File: config.mk
export PLATFORM = sky130hd
export DESIGN_NAME = fdiv_seq
export DESIGN_NICKNAME = d
export VERILOG_FILES = /design/src/rtl/fdiv_seq.sv
export SDC_FILE = /design/constraint.sdc
export NUM_CORES = 1
export LEC_CHECK = 0
export ABC_AREA = 1
export BUFFER_PORTS_ARGS = -buffer_cell sky130_fd_sc_hd__buf_2
export CORE_ASPECT_RATIO = 1.2
export CORE_MARGIN = 2
export CORE_UTILIZATION = 51
export DETAILED_ROUTE_END_ITERATION = 7
export MAX_ROUTING_LAYER = met4
export PLACE_DENSITY = 0.79
export SYNTH_ARGS = -nofsm -noshare
export SYNTH_HDL_FRONTEND = slang
export SYNTH_SLANG_ARGS = --single-unit
export TNS_END_PERCENT = 50
File: constraint.sdc
create_clock -name clk -period 4.8 [get_ports clk]
set_input_delay 0.48 -clock clk [delete_from_list [all_inputs] [get_ports clk]]
set_output_delay 0.48 -clock clk [all_outputs]
set_load 0.05 [all_outputs]
File: src/rtl/fdiv_seq.sv
// fdiv_seq: sequencer around the iterative SRT single-precision divider core.
// Screens IEEE-754 special operands locally, otherwise issues a one-cycle
// req to the divider, holds its operands, captures the result after DIV_LAT
// edges and applies exponent overflow/underflow fix-up.
// Optional: define FDIV_SEQ_PERF_EN to add perf_ops / perf_special counters.
//
// Handshakes: a transfer happens on a rising clk edge where valid and ready
// are both 1; valid never depends on ready, and once out_valid is raised the
// result stays stable until it is taken.
module fdiv_seq #(
  parameter int unsigned DIV_LAT = 28
) (
  input  logic        clk,
  input  logic        reset,
  input  logic        in_valid,
  output logic        in_ready,
  input  logic [31:0] in_x,
  input  logic [31:0] in_y,
  output logic        out_valid,
  input  logic        out_ready,
  output logic [31:0] out_rslt,
  output logic [4:0]  out_flag,
  output logic        div_req,
  output logic [31:0] div_x,
  output logic [31:0] div_y,
  input  logic [31:0] div_rslt,
  input  logic [4:0]  div_flag
`ifdef FDIV_SEQ_PERF_EN
  ,
  output logic [31:0] perf_ops,
  output logic [31:0] perf_special
`endif
);

  localparam int          CNT_W    = $clog2(DIV_LAT + 1);
  localparam logic [31:0] QNAN     = 32'h7FC0_0000;
  localparam logic [4:0]  FL_NV    = 5'b10000;
  localparam logic [4:0]  FL_DZ    = 5'b01000;
  localparam logic [4:0]  FL_OF_NX = 5'b00101;
  localparam logic [4:0]  FL_UF_NX = 5'b00011;

  typedef enum logic [1:0] {
    S_IDLE  = 2'd0,
    S_ISSUE = 2'd1,
    S_RUN   = 2'd2,
    S_DONE  = 2'd3
  } state_e;

  state_e             state_q, state_d;
  logic [CNT_W-1:0]   cnt_q, cnt_d;
  logic               in_ready_q, in_ready_d;
  logic               out_valid_q, out_valid_d;
  logic               div_req_q, div_req_d;
  logic [31:0]        out_rslt_q, out_rslt_d;
  logic [4:0]         out_flag_q, out_flag_d;
  logic [31:0]        div_x_q, div_x_d;
  logic [31:0]        div_y_q, div_y_d;

  // only NX of the divider flags is meaningful
  logic unused_div_flag;
  assign unused_div_flag = ^div_flag[4:1];

  logic        x_zero, y_zero, x_inf, y_inf, x_nan, y_nan, x_snan, y_snan;
  logic        sign_in, sp_hit;
  logic [31:0] sp_rslt;
  logic [4:0]  sp_flag;

  // Classify the incoming pair; denormals (exp==0) count as signed zero.
  always_comb begin
    x_zero  = (in_x[30:23] == 8'h00);
    y_zero  = (in_y[30:23] == 8'h00);
    x_inf   = (in_x[30:23] == 8'hFF) && (in_x[22:0] == 23'h0);
    y_inf   = (in_y[30:23] == 8'hFF) && (in_y[22:0] == 23'h0);
    x_nan   = (in_x[30:23] == 8'hFF) && (in_x[22:0] != 23'h0);
    y_nan   = (in_y[30:23] == 8'hFF) && (in_y[22:0] != 23'h0);
    x_snan  = x_nan && !in_x[22];
    y_snan  = y_nan && !in_y[22];
    sign_in = in_x[31] ^ in_y[31];
    sp_hit  = 1'b1;
    sp_rslt = 32'h0;
    sp_flag = 5'h0;
    if (x_nan || y_nan) begin
      sp_rslt = QNAN;
      sp_flag = (x_snan || y_snan) ? FL_NV : 5'h0;
    end else if ((x_inf && y_inf) || (x_zero && y_zero)) begin
      sp_rslt = QNAN;
      sp_flag = FL_NV;
    end else if (x_inf) begin
      sp_rslt = {sign_in, 8'hFF, 23'h0};
    end else if (y_zero) begin
      sp_rslt = {sign_in, 8'hFF, 23'h0};
      sp_flag = FL_DZ;
    end else if (x_zero || y_inf) begin
      sp_rslt = {sign_in, 31'h0};
    end else begin
      sp_hit  = 1'b0;
    end
  end

  logic signed [9:0] e_raw, e_adj;
  logic              sign_op;
  logic [31:0]       fix_rslt;
  logic [4:0]        fix_flag;

  // Exponent fix-up on the held operands: the core cannot signal range errors.
  always_comb begin
    sign_op  = div_x_q[31] ^ div_y_q[31];
    e_raw    = $signed({2'b00, div_x_q[30:23]}) - $signed({2'b00, div_y_q[30:23]}) + 10'sd127;
    e_adj    = e_raw - ((div_x_q[22:0] < div_y_q[22:0]) ? 10'sd1 : 10'sd0);
    fix_rslt = div_rslt;
    fix_flag = {4'h0, div_flag[0]};
    if (e_adj >= 10'sd255) begin
      fix_rslt = {sign_op, 8'hFF, 23'h0};
      fix_flag = FL_OF_NX;
    end else if (e_adj <= 10'sd0) begin
      fix_rslt = {sign_op, 31'h0};
      fix_flag = FL_UF_NX;
    end else if (div_rslt[30:23] == 8'hFF) begin
      // rounding carried the mantissa into the top exponent
      fix_rslt = {sign_op, 8'hFF, 23'h0};
      fix_flag = FL_OF_NX;
    end
  end

  // Next-state logic for the sequencer and its registered outputs.
  always_comb begin
    state_d     = state_q;
    cnt_d       = cnt_q;
    in_ready_d  = in_ready_q;
    out_valid_d = out_valid_q;
    div_req_d   = 1'b0;
    out_rslt_d  = out_rslt_q;
    out_flag_d  = out_flag_q;
    div_x_d     = div_x_q;
    div_y_d     = div_y_q;
    case (state_q)
      S_IDLE: begin
        if (in_valid) begin
          div_x_d    = in_x;
          div_y_d    = in_y;
          in_ready_d = 1'b0;
          if (sp_hit) begin
            out_rslt_d  = sp_rslt;
            out_flag_d  = sp_flag;
            out_valid_d = 1'b1;
            state_d     = S_DONE;
          end else begin
            div_req_d = 1'b1;
            cnt_d     = CNT_W'(DIV_LAT);
            state_d   = S_ISSUE;
          end
        end
      end
      S_ISSUE: begin
        cnt_d   = cnt_q - CNT_W'(1);
        state_d = S_RUN;
      end
      S_RUN: begin
        if (cnt_q == CNT_W'(1)) begin
          out_rslt_d  = fix_rslt;
          out_flag_d  = fix_flag;
          out_valid_d = 1'b1;
          cnt_d       = '0;
          state_d     = S_DONE;
        end else begin
          cnt_d = cnt_q - CNT_W'(1);
        end
      end
      S_DONE: begin
        if (out_ready) begin
          out_valid_d = 1'b0;
          in_ready_d  = 1'b1;
          state_d     = S_IDLE;
        end
      end
      default: begin
        state_d = S_IDLE;
      end
    endcase
  end

  // Sequencer state and output registers.
  always_ff @(posedge clk) begin
    if (!reset) begin
      state_q     <= S_IDLE;
      cnt_q       <= '0;
      in_ready_q  <= 1'b1;
      out_valid_q <= 1'b0;
      div_req_q   <= 1'b0;
      out_rslt_q  <= 32'h0;
      out_flag_q  <= 5'h0;
      div_x_q     <= 32'h0;
      div_y_q     <= 32'h0;
    end else begin
      state_q     <= state_d;
      cnt_q       <= cnt_d;
      in_ready_q  <= in_ready_d;
      out_valid_q <= out_valid_d;
      div_req_q   <= div_req_d;
      out_rslt_q  <= out_rslt_d;
      out_flag_q  <= out_flag_d;
      div_x_q     <= div_x_d;
      div_y_q     <= div_y_d;
    end
  end

  assign in_ready  = in_ready_q;
  assign out_valid = out_valid_q;
  assign div_req   = div_req_q;
  assign out_rslt  = out_rslt_q;
  assign out_flag  = out_flag_q;
  assign div_x     = div_x_q;
  assign div_y     = div_y_q;

`ifdef FDIV_SEQ_PERF_EN
  logic [31:0] perf_ops_q, perf_ops_d;
  logic [31:0] perf_special_q, perf_special_d;

  // Count accepted operations and the subset answered locally.
  always_comb begin
    perf_ops_d     = perf_ops_q;
    perf_special_d = perf_special_q;
    if (state_q == S_IDLE && in_valid) begin
      perf_ops_d = perf_ops_q + 32'd1;
      if (sp_hit) perf_special_d = perf_special_q + 32'd1;
    end
  end

  // Performance counter registers.
  always_ff @(posedge clk) begin
    if (!reset) begin
      perf_ops_q     <= 32'h0;
      perf_special_q <= 32'h0;
    end else begin
      perf_ops_q     <= perf_ops_d;
      perf_special_q <= perf_special_d;
    end
  end

  assign perf_ops     = perf_ops_q;
  assign perf_special = perf_special_q;
`endif

endmodule

==> Yosys cells after proc, flatten, opt, wreduce, memory -nomap -nowiden <==
Index checks and enable logic that the tools add are counted.
{ "totals": {"regBits": 111, "input_bits": 105, "output_inout_bits": 104} }
{ "op_classes": {"add_sub_neg": 4, "n_lt_le_gt_ge": 3, "n_eq_ne": 12, "mux": 48, "bitwise": 2, "n_reduce_logical": 32} }
{ "ops": {"columns": ["operator", "n"], "rows": [
  ["two-way mux 32 bit", 11],
  ["case mux 32 bit (2 select lines)", 1],
  ["zero test 23 bit", 2],
  ["nonzero test 23 bit", 2],
  ["two-way mux 5 bit", 9],
  ["equality test 8 bit (second input constant)", 3],
  ["less-than comparator 23 bit", 1],
  ["zero test 8 bit", 2],
  ["case mux 5 bit (3 select lines)", 1],
  ["two-way mux 1 bit", 13],
  ["AND reduction 3 bit", 4],
  ["adder 9 x 8 -> 10 bit (second input constant)", 1],
  [">= comparator 10 x 9 -> 1 bit (second input constant)", 1],
  ["<= comparator 10 x 1 -> 1 bit (second input constant)", 1],
  ["!= test 2 bit (second input constant)", 5],
  ["case mux 5 bit (2 select lines)", 1],
  ["subtractor 10 x 2 -> 10 bit", 1],
  ["two-way mux 3 bit", 3],
  ["subtractor 8 x 8 -> 9 bit", 1],
  ["logical AND 1 bit", 8],
  ["two-way mux 2 bit", 4],
  ["two-way mux 4 bit", 2],
  ["case mux 2 bit (4 select lines)", 1],
  ["nonzero test 3 bit", 2],
  ["other kinds (14)", 21]
]} }

==> Longest topological paths before layout <==
{ "depth": {"depth_word": 11, "depth_mapped": 26} }

==> Least setup slack after synthesis <==
No wires, ideal clock.
{ "synth_path": {"path_kind": "register to register", "from": "reg div_y_q[16], in the netlist div_y[16]", "to": "reg out_rslt_q[3], in the netlist out_rslt[3]", "arrival_ns": 3.803, "required_ns": 4.731, "setup_slack_ns": 0.928, "stages_incl_launch_ff": 26, "path_buffers": 1, "path_cell_list": "dfxtp_1 -> inv_1 -> ha_1 -> a21oi_1 -> nor2_1 -> a211oi_1 -> nor2_1 -> a2111oi_0 -> o41ai_1 -> ha_1 -> ha_1 -> fa_1 -> nand2_2 -> nand2_2 -> nand3_2 -> nand2_1 -> nand2_1 -> nand2_1 -> nand3_1 -> nor2_1 -> nor2_2 -> nand3_2 -> clkinv_4 -> buf_12 -> nand3_2 -> a21oi_2"} }
{ "synth_via": {"elab_chain_len": 8} }
{ "synth_lines": {"columns": ["item", "line_no", "rtl"], "rows": [
  ["from (decl)", "57", "logic [31:0] div_y_q, div_y_d;"],
  ["from (signal assigned)", "203", "div_y_q <= div_y_d;"],
  ["less-than comparator 23 bit (*)", "109", "e_adj = e_raw - ((div_x_q[22:0] < div_y_q[22:0]) ? 10'sd1 : 10'sd0);"],
  ["two-way mux 1 bit (*)", "109", null],
  ["subtractor 10 x 2 -> 10 bit (*)", "109", null],
  ["<= comparator 10 x 1 -> 1 bit", "115", "end else if (e_adj <= 10'sd0) begin"],
  ["two-way mux 32 bit", "115", null],
  ["two-way mux 32 bit (*)", "112", "if (e_adj >= 10'sd255) begin"],
  ["two-way mux 32 bit (*)", "159", "if (cnt_q == CNT_W'(1)) begin"],
  ["case mux 32 bit (2 select lines) (*)", "136", "case (state_q)"],
  ["to (signal assigned)", "200", "out_rslt_q <= out_rslt_d;"],
  ["to (decl)", "54", "logic [31:0] out_rslt_q, out_rslt_d;"]
]} }
Every way passes the cells marked *; elsewhere a longest branch is shown, timed or not. The select of a mux whose other input is x is not followed.
A chain may end at the register's enable or synchronous reset.

==> Final worst setup path <==
{ "layout_path": {"from": "reg div_y_q[16], in the netlist div_y[16]", "to": "reg out_rslt_q[1], in the netlist out_rslt[1]"} }
The elaborated chain is that of the path after synthesis.

==> results.sh <==
export IMPL_status="completed"
export IMPL_clock_latency_ns=0.35
export IMPL_synth_most_common_cell="nor2_1"
export IMPL_antenna_found_initial=0
export IMPL_vias_per_cell=5.12
export IMPL_synthCells=832
export IMPL_holdBufCountCts=0
export IMPL_ys_warn_count=0
export IMPL_rows=44
export IMPL_seq_area_mm2=0.00222
export IMPL_hold_class="in2reg"
export IMPL_routabilityCongestion=0.869
export IMPL_slowest_delay_ns=0.47
export IMPL_r2r_slack_ns=0.74
export IMPL_synth_net_count=983
export IMPL_yosysUniqueCellTypes=43
export IMPL_numCtsBuffers=9
export IMPL_grt_pass1_vias=5775
export IMPL_clk_path_buf_depth=2
export IMPL_crit_path_end_kind="register"
export IMPL_period_share_pct=84.7
export IMPL_yosysTopAreaCell="dfxtp_1"
export IMPL_overflow=0
export IMPL_drt_wl_total_mm=16.2
export IMPL_area_growth_pct=20.9
export IMPL_worst_pin_slew_ns=1.13
export IMPL_fp_dieH_um=125
export IMPL_layout_min_cycle_time_ns=4.06
export IMPL_die_x_um=105
export IMPL_wl_met3_um=948
export IMPL_core_area_mm2=0.0121
export IMPL_ys_seq_area_share_pct=35.5
export IMPL_fmax_mhz=246
export IMPL_crit_arrival_ns=4.29
export IMPL_drtIter0Drc=231
export IMPL_cts_root_buffer="clkbuf_16"
export IMPL_fp_dieArea_mm2=0.0132
export IMPL_ctsResizeCount=0
export IMPL_cts_setup_buffers=0
export IMPL_skew_ns=0.0113
export IMPL_num_fill_cells=1142
export IMPL_post_drt_wl_per_cell_um=13.7
export IMPL_setup_tns_final_ns=0
export IMPL_drive_above_1_share_pct=29.7
export IMPL_diodes=0
export IMPL_async_flop_share_pct=0
export IMPL_cts_tree="yes"
export IMPL_hold_viol=0
export IMPL_vias=6056
export IMPL_crit_path_max_fanout=23
export IMPL_multi_input_area_mm2=0.00346
export IMPL_clkTransAtPathRegs_ns=0.08
export IMPL_synth_edff_count=0
export IMPL_antenna_left=0
export IMPL_cp_common_cell="nor2_1"
export IMPL_cpMaxStageDelayCell="fa_1"
export IMPL_cts_sinks=111
export IMPL_cp_start_kind="register"
export IMPL_crit_chain="inv_1, ha_1, a21oi_1, nor2_1, a211oi_1, nor2_1, a2111oi_0, o41ai_1, ha_1, ha_1, fa_1, nor2_1, nand2_1, nor2_1, nand3_1, nor2_1, nand3_1, nor2_1, nor2_2, nand3_2, clkinv_4, nand3_1, a21oi_1"
export IMPL_start_util_pct=51.9
export IMPL_dpl_hpwl_mm=12.3
export IMPL_nNetsFinal=1168
export IMPL_yosysTopAreaCellShare_pct=35.5
export IMPL_grt_start_max_net_pins=98
export IMPL_setup_viol=0
export IMPL_slew_viol_final=0
export IMPL_top_layer_used="met4"
export IMPL_cap_violations=0
export IMPL_required_ns=5.03
export IMPL_io_buffers=204
export IMPL_io_pins=209
export IMPL_drc=0
export IMPL_crit_type="reg2reg"
export IMPL_synth_flop_cell="dfxtp_1"
export IMPL_grt_usage_pct=25.4
export IMPL_max_slew_margin_pct=24.8
export IMPL_rsz0062_at_grt="no"
export IMPL_m1WireLength_mm=6.96
export IMPL_grt_first_pass_wirelength_mm=26.7
export IMPL_synth_area_mm2=0.00626
export IMPL_synthTopCellsByCount="nor2_1 (135), dfxtp_1 (111), nand2_1 (99), o21ai_0 (99), inv_1 (83)"
export IMPL_synth_area_per_cell_um2=7.53
export IMPL_route_met2_wl_mm=7.95
export IMPL_drt_first_pass_iters=4
export IMPL_synth_area_leaders="dfxtp_1 (35%), ha_1 (8.8%), nor2_1 (8.1%), o21ai_0 (7.9%), a21oi_1 (6.1%)"
export IMPL_htree_levels=3
export IMPL_ys_ff_latch=111
state kept, by name, summed over array words and instances (netlist names):
name,cells
in_ready,1
out_valid,1
out_flag,5
state_q,2
out_rslt,32
cnt_q,5
div_req,1
div_y,32
div_x,32
area by class of cell:
type / instances / area share, %
Inverter: 86 / 4.33
Clock inverter: 7 / 1.12
Clock buffer: 9 / 2.97
Timing Repair Buffer: 208 / 13.9
Tap cell: 161 / 2.66
Multi-Input combinational cell: 601 / 45.7
Sequential cell: 111 / 29.3
cells by family (layout without fill, tap and decap cells):
group / Yosys count / after routing / share of synthesized area (%)
AND/OR/NAND/NOR: 332 / 332 / 25.4
buffers and inverters: 120 / 310 / 9.29
XOR/XNOR: 11 / 11 / 1.54
adder cells (fa/ha/maj): 46 / 46 / 9.43
flip-flops: 111 / 111 / 35.5
AO/OA/AOI/OAI: 212 / 212 / 18.9
critical path, delay by kind of cell, from the launching register on:
family | cells | cell delay (ns)
fa+ha+maj | 4 | 1.20
buf+inv | 2 | 0.28
simple gates | 12 | 1.19
flops | 1 | 0.33
compound gates | 5 | 0.94
cell usage in the layout (no fill, tap or decap), drive strengths merged, types with 2 or more instances in the layout:
master  count
o21ai     104
ha         44
nand4      11
clkinv      4
xor2        6
inv        88
o211ai      3
nor2      139
nor3        4
nor4        2
buf       208
fa          2
clkbuf      9
a21oi      99
nand3      55
xnor2       5
dfxtp     111
nand2     117
routing by layer:
| metal | vias to the layer above | global-route usage, % |
|---|---|---|
| met5 | - | - |
| met1 | 2714 | 30.4 |
| met3 | 22 | 4.07 |
| li1 | 3124 | - |
| met4 | 0 | 8.71 |
| met2 | 196 | 43.4 |
metrics by stage:
stage                     util, %  hold WS, ns  setup WS (ns)  std cells  cell area [um2]
after floorplan                 -        0.456          0.928        832             6260
after global placement       60.2        0.445          0.866       1167             7260
after detailed placement     60.2        0.455          0.765       1167             7260
after CTS                    62.8        0.370          0.670       1183             7570
after global routing         62.8        0.365          0.273       1183             7570
final                        62.8        0.375          0.735       1183             7570
final timing paths:
path / from / end / cells after the start
worst min-delay path: div_rslt[15] / out_rslt[15]$_SDFFE_PN0P_ / 3
worst max register to register: div_y[16]$_SDFFE_PN0P_ / out_rslt[1]$_SDFFE_PN0P_ / 23
worst max-delay path: div_y[16]$_SDFFE_PN0P_ / out_rslt[1]$_SDFFE_PN0P_ / 23
worst min register to register: out_valid$_SDFFE_PN0P_ / out_valid$_SDFFE_PN0P_ / 2
Power is not shown: default switching activity piles up to over one toggle a cycle in this logic, so the estimate is an artifact.
